--- src/rtl/sync_stream_mem_pkg.sv ---
// ============================================================================
// Module  : sync_stream_mem_pkg
// Brief   : Shared helpers for the credit-tracked streaming memory slice.
// Revision: 1.0 - initial release
// ============================================================================
`default_nettype none

package sync_stream_mem_pkg;

  // Pointer increment with wrap at an arbitrary (non power-of-2) modulus.
  function automatic int unsigned wrap_inc(input int unsigned ptr, input int unsigned modulus);
    return (ptr + 1 >= modulus) ? 0 : ptr + 1;
  endfunction

  // A new request may issue only if every buffered and in-flight word still fits.
  function automatic logic credit_avail(input int unsigned occ, input int unsigned inflight,
                                        input int unsigned els);
    return (occ + inflight) < els;
  endfunction

endpackage

`default_nettype wire

--- src/rtl/ram_1r1w_sync.sv ---
// ============================================================================
// Module  : ram_1r1w_sync
// Brief   : One-read one-write synchronous RAM, read-first on address collision.
// Revision: 1.0 - initial release
// ============================================================================
`default_nettype none

module ram_1r1w_sync #(
  parameter int width_p    = 4,
  parameter int depth_p    = 4,
  parameter     filename_p = "unknown.txt"
) (
  input  logic                       clk_i,
  input  logic                       r_v_i,
  input  logic [$clog2(depth_p)-1:0] r_addr_i,
  output logic [width_p-1:0]         r_data_o,
  input  logic                       w_v_i,
  input  logic [$clog2(depth_p)-1:0] w_addr_i,
  input  logic [width_p-1:0]         w_data_i
);

  if (depth_p < 2) begin : g_bad_depth
    $error("ram_1r1w_sync (%s): depth_p must be at least 2", filename_p);
  end

  logic [width_p-1:0] mem_r [depth_p];

  // Storage is deliberately not reset; contents survive a block reset.
  always_ff @(posedge clk_i) begin
    if (w_v_i) mem_r[w_addr_i] <= w_data_i;
    if (r_v_i) r_data_o <= mem_r[r_addr_i];
  end

endmodule

`default_nettype wire

--- src/rtl/stream_resp_fifo.sv ---
// ============================================================================
// Module  : stream_resp_fifo
// Brief   : Small circular response FIFO with occupancy output; any depth >= 2.
// Revision: 1.0 - initial release
// ============================================================================
`default_nettype none

module stream_resp_fifo
  import sync_stream_mem_pkg::*;
#(
  parameter int width_p = 4,
  parameter int els_p   = 3
) (
  input  logic                         clk_i,
  input  logic                         reset_i,
  input  logic                         push_i,
  input  logic [width_p-1:0]           data_i,
  input  logic                         pop_i,
  output logic [width_p-1:0]           data_o,
  output logic [$clog2(els_p+1)-1:0]   occ_o
);

  localparam int PTR_W = $clog2(els_p);
  localparam int OCC_W = $clog2(els_p + 1);

  logic [width_p-1:0] mem_r [els_p];
  logic [PTR_W-1:0]   wr_ptr_r;
  logic [PTR_W-1:0]   rd_ptr_r;
  logic [OCC_W-1:0]   occ_r;
  logic               do_pop;

  // The caller guarantees space for every push; pops on empty are ignored.
  assign do_pop = pop_i && (occ_r != '0);

  always_ff @(posedge clk_i or posedge reset_i) begin
    if (reset_i) begin
      wr_ptr_r <= '0;
      rd_ptr_r <= '0;
      occ_r    <= '0;
      for (int i = 0; i < els_p; i++) mem_r[i] <= '0;
    end else begin
      if (push_i) begin
        mem_r[wr_ptr_r] <= data_i;
        wr_ptr_r        <= PTR_W'(wrap_inc(32'(wr_ptr_r), els_p));
      end
      if (do_pop) rd_ptr_r <= PTR_W'(wrap_inc(32'(rd_ptr_r), els_p));
      if (push_i && !do_pop)      occ_r <= occ_r + OCC_W'(1);
      else if (!push_i && do_pop) occ_r <= occ_r - OCC_W'(1);
    end
  end

  assign data_o = mem_r[rd_ptr_r];
  assign occ_o  = occ_r;

endmodule

`default_nettype wire

--- src/rtl/sync_stream_mem.sv ---
// ============================================================================
// Module  : sync_stream_mem
// Brief   : 1R1W memory with valid/ready read request and credit-tracked response.
// Revision: 1.0 - initial release
// ============================================================================
`default_nettype none

module sync_stream_mem
  import sync_stream_mem_pkg::*;
#(
  parameter int width_p    = 4,
  parameter int depth_p    = 4,
  parameter     filename_p = "unknown.txt",
  parameter int els_p      = 3,
  parameter int bypass_p   = 1
) (
  input  logic                       clk_i,
  input  logic                       reset_i,
  input  logic                       rd_addr_valid_i,
  input  logic [$clog2(depth_p)-1:0] rd_addr_i,
  output logic                       rd_addr_ready_o,
  output logic                       rd_data_valid_o,
  output logic [width_p-1:0]         rd_data_o,
  input  logic                       rd_data_ready_i,
  input  logic                       wr_valid_i,
  input  logic [$clog2(depth_p)-1:0] wr_addr_i,
  input  logic [width_p-1:0]         wr_data_i
);

  localparam int OCC_W = $clog2(els_p + 1);

  if (els_p < 2) begin : g_bad_els
    $error("sync_stream_mem: els_p must be at least 2");
  end

  logic               accept;
  logic               collide;
  logic               inflight_r;
  logic               byp_r;
  logic [width_p-1:0] byp_data_r;
  logic [width_p-1:0] ram_data;
  logic [width_p-1:0] push_data;
  logic [OCC_W-1:0]   occ_r;

  // Ready depends on registered state only, never on rd_data_ready_i.
  assign rd_addr_ready_o = credit_avail(32'(occ_r), 32'(inflight_r), els_p);
  assign accept          = rd_addr_valid_i && rd_addr_ready_o;
  assign collide         = (bypass_p != 0) && wr_valid_i && (wr_addr_i == rd_addr_i);
  assign push_data       = byp_r ? byp_data_r : ram_data;
  assign rd_data_valid_o = (occ_r != '0);

  always_ff @(posedge clk_i or posedge reset_i) begin
    if (reset_i) begin
      inflight_r <= 1'b0;
      byp_r      <= 1'b0;
      byp_data_r <= '0;
    end else begin
      inflight_r <= accept;
      if (accept) begin
        byp_r      <= collide;
        byp_data_r <= wr_data_i;
      end
    end
  end

  ram_1r1w_sync #(
    .width_p    (width_p),
    .depth_p    (depth_p),
    .filename_p (filename_p)
  ) u_ram (
    .clk_i    (clk_i),
    .r_v_i    (accept),
    .r_addr_i (rd_addr_i),
    .r_data_o (ram_data),
    .w_v_i    (wr_valid_i),
    .w_addr_i (wr_addr_i),
    .w_data_i (wr_data_i)
  );

  stream_resp_fifo #(
    .width_p (width_p),
    .els_p   (els_p)
  ) u_fifo (
    .clk_i   (clk_i),
    .reset_i (reset_i),
    .push_i  (inflight_r),
    .data_i  (push_data),
    .pop_i   (rd_data_ready_i),
    .data_o  (rd_data_o),
    .occ_o   (occ_r)
  );

endmodule

`default_nettype wire

--- config.mk ---
export PLATFORM = sky130hd
export DESIGN_NAME = sync_stream_mem
export DESIGN_NICKNAME = d
export VERILOG_FILES = /design/src/rtl/sync_stream_mem_pkg.sv /design/src/rtl/ram_1r1w_sync.sv /design/src/rtl/stream_resp_fifo.sv /design/src/rtl/sync_stream_mem.sv
export SDC_FILE = /design/constraint.sdc
export NUM_CORES = 1
export LEC_CHECK = 0
export CORE_ASPECT_RATIO = 0.6
export CORE_MARGIN = 2
export CORE_UTILIZATION = 59
export DETAILED_ROUTE_END_ITERATION = 8
export PLACE_DENSITY = 0.82
export SYNTH_ARGS = -nofsm -noshare
export SYNTH_HDL_FRONTEND = slang
export SYNTH_SLANG_ARGS = --single-unit
--- constraint.sdc ---
create_clock -name clk_i -period 3.8 [get_ports clk_i]
set_input_delay 0.95 -clock clk_i [delete_from_list [all_inputs] [get_ports clk_i]]
set_output_delay 0.95 -clock clk_i [all_outputs]
set_load 0.1 [all_outputs]
==> impl_metrics.tcl, run 1 <==
set metrics [dict create \
    tns_ps 0 \
    mappedNetlistNets 147 \
    async_flop_share_pct 54.5 \
    detail_route.vias_per_cell 5.68 \
    n_antenna_cell 0 \
    period_share_pct 77.9 \
    wire_per_inst_um 17.8 \
    met3_capacity_usage_during_global_routing_pct 5.00 \
    fin_nets 169 \
    setup_viol 0 \
    grt_antenna_before_repair 0 \
    clkLatencyLatePin_ps 290 \
    timing.critical_path.required_ps 2850 \
    drive_gt1_share_pct 16.2 \
    timing.hold.worst.class "flip-flop to flip-flop" \
    initial_core_util_pct 63.0 \
    global_route.overflow_total 0 \
    finalNonFillerCells 196 \
    grt_first_pass_wirelength_mm 5.61 \
    ys_seq_elements 44 \
    dieArea_sq_mm 0.00361 \
    cell_type_contributing_the_most_total_cell_area_after_synthesis "dfrtp_1" \
    crit_fanout 5 \
    fp.dieH_um 47.3 \
    synth.area.top_cells "dfrtp_1 (33%), edfxtp_1 (33%), mux4_2 (4.9%)" \
    drv_cap 0 \
    timing.critical_path.buf_inv 1 \
    drt.antenna.violating_nets 0 \
    post_synth_most_frequent_cells "dfrtp_1 (24), edfxtp_1 (20), nand2_1 (15)" \
    critical_path.slowest_cell "clkdlybuf4s50_1" \
    rsz0062_at_grt "no" \
    die_width_um 76.2 \
    use_met1_pct 29.5 \
    place_inst 188 \
    cts.root.buffer_cell "clkbuf_8" \
    post_cts_resized 0 \
    area_of_the_core_region_sq_mm 0.00293 \
    postCtsHoldBufs 0 \
    gp_congestion 0.761 \
    yosys_warnings 0 \
    startpoint_type "flip-flop" \
    top_level_ports 19 \
    htree_levels 2 \
    area_delta_synth_final_pct 17.7 \
    global_route.peak_usage_layer "met2" \
    avgSynthCellArea_sq_um 14.1 \
    finalWirelength_mm 3.49 \
    synth.lib_cells_used.distinct 30 \
    path_clk_slew_ps 90 \
    drc 0 \
    synth_ff_type "dfrtp_1" \
    finalClockSkew_ps 12.2 \
    dpl_wire_length_mm 2.55 \
    fillers 177 \
    run_status "completed" \
    fin_crit_ps 2960 \
    final_max_slew_viol_count 0 \
    synth-seq-area-share_pct 65.1 \
    netlist_area_sq_mm 0.00185 \
    syn_inst 131 \
    tightest_slew_ps 965 \
    dr.first_iter.drc_count 150 \
    synth_edf_count 20 \
    finalHoldViolCount 0 \
    first_global_vias 1110 \
    via_count 1113 \
    postCtsSetupRepairBufs 0 \
    cts-buffers-inserted 5 \
    finalHoldWorstSlack_ps 496 \
    port_buffers 18 \
    path_delay_family "buffers and inverters" \
    post-synth-top-count-cell "dfrtp_1" \
    global_route.usage.total_pct 22.1 \
    row_count 15 \
    tritoncts_num_sinks 44 \
    synth_top_cell_area_share_pct 32.5 \
    worst_setup_path_end_kind "output port" \
    tritoncts "yes" \
    clock_tree.buffer_depth 2 \
    start_to_end_type_of_the_worst_setup_path "flip-flop to output port" \
    maximum_frequency_from_static_timing_analysis_mhz 338 \
    max_slew_margin_pct 35.5 \
    met2_usage_in_global_routing_pct 37.0 \
    drt-pass1-iter-count 4 \
    grt_max_degree 25 \
    list_of_cells_traversed_by_the_critical_path "or2_2 > clkdlybuf4s50_1" \
    crit_arrival_ps 2010 \
    crit_path_max_incr_delay_ps 1120 \
]
[sequential cells by signal, indices dropped and copies added (netlist names)]
register and cells:
u_ram.mem_r 16, u_ram.r_data_o 4, byp_data_r 4, inflight_r 1
byp_r 1, u_fifo.occ_o 2, u_fifo.mem_r 12, u_fifo.wr_ptr_r 2
u_fifo.rd_ptr_r 2
[final timing paths]
kind / start / to / slack (ps) / depth (start not counted)
max reg2reg: inflight_r / u_ram.r_data_o[2] / 1910 / 5
max: u_fifo.occ_o[0] / rd_data_valid_o / 840 / 2
max in group asynchronous: reset_i / byp_data_r[3] / 2070 / 2
min reg2reg: u_fifo.mem_r[4] / u_fifo.mem_r[4] / 500 / 2
min: u_fifo.mem_r[4] / u_fifo.mem_r[4] / 500 / 2
min in group asynchronous: reset_i / inflight_r / 1150 / 2
[tightest hold or removal path, stage by stage, from the launching register on]
cell     delay, ps
dfrtp_1        350
nand2_1         50
o21ai_0         60
[through the flow]
stage / util, % / cell area, sq um / setup slack (ps)
2_1_floorplan: - / 1850 / 122
3_3_place_gp: 70.0 / 2050 / 1180
3_5_place_dp: 70.0 / 2050 / 1170
4_1_cts: 74.2 / 2170 / 841
5_1_grt: 74.2 / 2170 / 766
6_report: 74.2 / 2170 / 840
[layout by cell type, fill, tap and decap left out, types with 4 or more instances in the layout]
master,Yosys,routed
dfrtp_1,24,24
edfxtp_1,20,20
nand2_1,15,15
o21ai_0,14,14
clkdlybuf4s50_1,0,13
mux2i_1,8,8
nor2_1,6,6
clkbuf_8,0,6
buf_4,0,5
inv_1,4,4
mux2_4,4,4
a21oi_1,4,4
mux4_2,4,4
[logic make-up after synthesis]
family	share of synthesized area, %
DFF	65.1
xor gates and xnor gates	2.37
buffers and inverters	1.63
muxes	12.5
adders and majority gates	2.03
AOI/OAI and AO/OA	6.92
and+or+nand+nor	9.49
[layout make-up]
| type | count | area, sq um | share of cell area (%) |
|---|---|---|---|
| Inverter | 4 | 15.0 | 0.691 |
| Clock inverter | 2 | 38.8 | 1.79 |
| Sequential cell | 44 | 1200 | 55.3 |
| Clock buffer | 6 | 82.6 | 3.80 |
| Multi-Input combinational cell | 80 | 614 | 28.3 |
| Timing Repair Buffer | 18 | 168 | 7.72 |
| Tap cell | 42 | 52.6 | 2.42 |
[per-layer routing]
layer,vias to the layer above,share of wire (%)
li1,515,-
met1,547,46
met2,42,46
met3,9,6.3
met4,0,2.1
met5,-,0
Power of run 1 is left out: the tool's default activity adds up to more than one toggle a clock period on the data nets, which glitch-free logic cannot reach.
==> run 2, diff against run 1 <==
- CORE_UTILIZATION: 59 -> 55
- PLACE_DENSITY: 0.82 -> 0.78
- clock period: 3.8 -> 2.86 ns (I/O delays scaled with it)
==> impl_metrics.tcl, run 2 (same netlist as run 1, synthesis figures left out) <==
set metrics [dict create \
    start_to_end_type_of_the_worst_setup_path "flip-flop to output port" \
    crit_fanout 7 \
    dpl_wire_length_mm 2.40 \
    most_common_cell_after_layout_fill_and_taps_aside "dfrtp_1" \
    drc 0 \
    biggestRegsByFlops "u_ram.mem_r (16), u_fifo.mem_r (12)" \
    grt_first_pass_wirelength_mm 5.38 \
    grt_max_degree 25 \
    detail_route.vias_per_cell 5.52 \
    global_route.usage.total_pct 19.3 \
    rsz0062_at_grt "no" \
    drt-pass1-iter-count 4 \
    worst_setup_path_end_kind "output port" \
    tritoncts "yes" \
    top_reg_by_flops "u_ram.mem_r" \
    critical_path.slowest_cell "dfrtp_1" \
    list_of_cells_traversed_by_the_critical_path "ha_1 > ha_1 > a21oi_2 > buf_12" \
    rr_worst_depth 5 \
    maximum_frequency_from_static_timing_analysis_mhz 401 \
    post_cts_resized 0 \
    tightest_slew_ps 708 \
    row_count 16 \
    drv_cap 0 \
    path_clk_slew_ps 80 \
    dieArea_sq_mm 0.00385 \
    cts.root.buffer_cell "clkbuf_8" \
    period_share_pct 87.1 \
    cts-buffers-inserted 5 \
    timing.hold.worst.class "flip-flop to flip-flop" \
    finalClockSkew_ps 3.63 \
    critPathMostFrequentCell "ha_1" \
    finalHoldViolCount 0 \
    grt_antenna_before_repair 0 \
    area_of_the_core_region_sq_mm 0.00322 \
    postCtsHoldBufs 0 \
    min_path_cells 2 \
    htree_levels 2 \
    path_delay_family "adder cells" \
    global_route.overflow_total 0 \
    die_width_um 78.8 \
    placedInstanceArea_sq_mm 0.00207 \
    place_inst 192 \
    fin_crit_ps 2490 \
    gp_congestion 0.833 \
    top_level_ports 19 \
    cp_num_cells 4 \
    area_delta_synth_final_pct 18.0 \
    fp.dieH_um 48.9 \
    via_count 1104 \
    finalWirelength_mm 3.32 \
    startpoint_type "flip-flop" \
    clock_tree.buffer_depth 2 \
    tns_ps 0 \
    postLayoutSetupSlackWorst_ps 369 \
    largest_register_ffs 16 \
    crit_arrival_ps 1780 \
    most-common-layout-cells "dfrtp_1 (24), edfxtp_1 (20), nand2_1 (15), clkdlybuf4s50_1 (12), o21ai_0 (10)" \
    wire_per_inst_um 16.6 \
    postCtsSetupRepairBufs 0 \
    final_max_slew_viol_count 0 \
    drt.antenna.violating_nets 0 \
    initial_core_util_pct 57.3 \
    dr.first_iter.drc_count 61 \
    run_status "completed" \
    clkLatencyLatePin_ps 290 \
    first_global_vias 1114 \
    setup_viol 0 \
    n_antenna_cell 0 \
    fin_nets 170 \
    timing.critical_path.buf_inv 1 \
    drive_gt1_share_pct 16.1 \
    finish.instance_area_sq_mm 0.00218 \
    timing.critical_path.required_ps 2140 \
    port_buffers 18 \
    crit_path_max_incr_delay_ps 460 \
    max_slew_margin_pct 52.7 \
    pre_cts_slack_ps 612 \
    finalNonFillerCells 200 \
    tritoncts_num_sinks 44 \
]
run 2: cell types whose count changed in the layout (fill, tap and decap cells not counted):
cell | before | now
clkinv_4 | 1 | 0
buf_12 | 0 | 1
clkdlybuf4s50_1 | 13 | 12
clkinv_1 | 0 | 2
clkbuf_8 | 6 | 5
o21ai_1 | 1 | 5
o21ai_0 | 14 | 10
buf_4 | 5 | 6
run 2: path summary, 6_finish.rpt:
check                                      from                 to  slack [ps]
worst max-delay path                 inflight_r    rd_addr_ready_o         370
worst min-delay path            u_fifo.mem_r[0]    u_fifo.mem_r[0]         490
worst max register to register       inflight_r  u_ram.r_data_o[1]         920
worst min register to register  u_fifo.mem_r[0]    u_fifo.mem_r[0]         490
max in group asynchronous               reset_i    u_fifo.mem_r[9]        1870
min in group asynchronous               reset_i              byp_r         760
run 2: worst reg2reg max path, stage by stage, from the launching register on:
cell and delay, ps:
dfrtp_1 460, ha_1 240, ha_1 280, a21oi_2 290, nand2_4 150, inv_1 220
run 2: per-layer routing:
metal / global-route usage, % / wire, um / up-vias
met3: 5.74 / 154 / 2
li1: - / - / 518
met4: 7.89 / 24 / 0
met2: 29.6 / 1610 / 41
met1: 26.1 / 1530 / 543
met5: 0 / 0 / -
run 2: layout make-up:
class,instances,area (sq um)
tap,45,56.3
timing repair buffer,19,185
multi-input combinational,80,614
clock inverter,3,37.5
inverter,4,15.0
fill,214,1040
clock buffer,5,68.8
sequential,44,1200
run 2: stage by stage:
step | hold slack [ps] | util [%]
final | 490 | 67.6
after global routing | 523 | 67.6
after CTS | 489 | 67.6
after floorplan | 450 | -
after global placement | 464 | 64.3
after detailed placement | 471 | 64.3
Power of run 2 is left out for the same reason.
==> run 3, diff against run 2 <==
- CORE_ASPECT_RATIO: 0.6 -> 0.75
==> impl_metrics.tcl, run 3 (same netlist as run 1, synthesis figures left out) <==
set metrics [dict create \
    die_width_um 70.9 \
    period_share_pct 87.2 \
    grt_antenna_before_repair 0 \
    finalCoreUtilization_pct 67.0 \
    rsz0062_at_grt "no" \
    postCtsSetupRepairBufs 0 \
    grt_first_pass_wirelength_mm 4.98 \
    startpoint_type "flip-flop" \
    area_of_the_core_region_sq_mm 0.00324 \
    global_route.peak_usage_layer "met2" \
    crit_path_max_incr_delay_ps 460 \
    setup_viol 0 \
    tightest_slew_ps 666 \
    tritoncts "yes" \
    dpl_wire_length_mm 2.26 \
    tns_ps 0 \
    use_met1_pct 20.3 \
    fp.dieH_um 54.2 \
    most_common_cell_after_layout_fill_and_taps_aside "dfrtp_1" \
    met3_capacity_usage_during_global_routing_pct 6.18 \
    initial_core_util_pct 56.9 \
    largest_register_ffs 16 \
    cts.root.buffer_cell "clkbuf_8" \
    dieArea_sq_mm 0.00384 \
    most-common-layout-cells "dfrtp_1 (24), edfxtp_1 (20), nand2_1 (15), clkdlybuf4s50_1 (12), o21ai_0 (10)" \
    n_antenna_cell 0 \
    start_to_end_type_of_the_worst_setup_path "flip-flop to output port" \
    drv_cap 0 \
    wire_per_inst_um 15.5 \
    postCtsHoldBufs 0 \
    final_max_slew_viol_count 0 \
    clkLatencyLatePin_ps 290 \
    timing.critical_path.required_ps 2140 \
    top_reg_by_flops "u_ram.mem_r" \
    timing.hold.worst.class "flip-flop to flip-flop" \
    critPathMostFrequentCell "ha_1" \
    path_clk_slew_ps 80 \
    crit_fanout 7 \
    drt.antenna.violating_nets 0 \
    via_count 1047 \
    fin_nets 170 \
    dr.first_iter.drc_count 91 \
    htree_levels 2 \
    finalHoldViolCount 0 \
    drc 0 \
    list_of_cells_traversed_by_the_critical_path "ha_1 > ha_1 > a21oi_2 > buf_12" \
    run_status "completed" \
    port_buffers 18 \
    gp_congestion 0.795 \
    drt-pass1-iter-count 4 \
    biggestRegsByFlops "u_ram.mem_r (16), u_fifo.mem_r (12)" \
    top_level_ports 19 \
    global_route.usage.total_pct 18.2 \
    finalWirelength_mm 3.01 \
    detail_route.vias_per_cell 5.37 \
    max_slew_margin_pct 55.5 \
    maximum_frequency_from_static_timing_analysis_mhz 401 \
    fin_crit_ps 2490 \
    crit_arrival_ps 1780 \
    grt_max_degree 25 \
    clock_tree.buffer_depth 2 \
    area_delta_synth_final_pct 17.7 \
    tritoncts_num_sinks 44 \
    finalClockSkew_ps 6.27 \
    cts-buffers-inserted 5 \
    row_count 18 \
    worst_setup_path_end_kind "output port" \
    critical_path.slowest_cell "dfrtp_1" \
    global_route.overflow_total 0 \
    post_cts_resized 0 \
    drive_gt1_share_pct 16.1 \
    met2_usage_in_global_routing_pct 33.3 \
    first_global_vias 1074 \
]
==> run 3: cell counts in the layout (fill, tap and decap cells not counted) <==
Identical to the previous run, type by type.
==> run 3: through the flow <==
stage          instances  setup WS (ps)  instance area, sq um  hold WS (ps)
2_1_floorplan        131            172                  1850           450
3_3_place_gp         187            680                  2070           461
3_5_place_dp         187            659                  2070           471
4_1_cts              195            357                  2170           488
5_1_grt              195            258                  2170           509
6_report             195            367                  2170           482
==> run 3: layout make-up <==
type | instances | area (sq um)
clock inverter | 3 | 37.5
sequential | 44 | 1200
timing repair buffer | 19 | 185
inverter | 4 | 15.0
tap | 40 | 50.0
multi-input combinational | 80 | 614
clock buffer | 5 | 68.8
fill | 232 | 1070
==> run 3: routing by layer <==
metal,vias to the layer above,share of wire (%)
li1,515,-
met1,506,42
met2,24,53
met3,2,4.0
met4,0,0.53
met5,-,0
==> run 3: final timing paths <==
path                                 startpoint  cells past startpoint                 to  slack [ps]
worst max-delay path                 inflight_r                      4    rd_addr_ready_o         370
worst min-delay path            u_fifo.mem_r[3]                      2    u_fifo.mem_r[3]         480
worst max register to register       inflight_r                      5  u_ram.r_data_o[0]         970
worst min register to register  u_fifo.mem_r[3]                      2    u_fifo.mem_r[3]         480
max in group asynchronous               reset_i                      3      byp_data_r[2]        1860
min in group asynchronous               reset_i                      3    u_fifo.mem_r[0]         770
==> run 3: critical path, delay by kind of cell, from the launching register on <==
family	cells	cell delay (ps)
adders and majority gates	2	510
buffers and inverters	1	220
DFF	1	460
AOI/OAI and AO/OA	1	300
Power of run 3 is left out for the same reason.
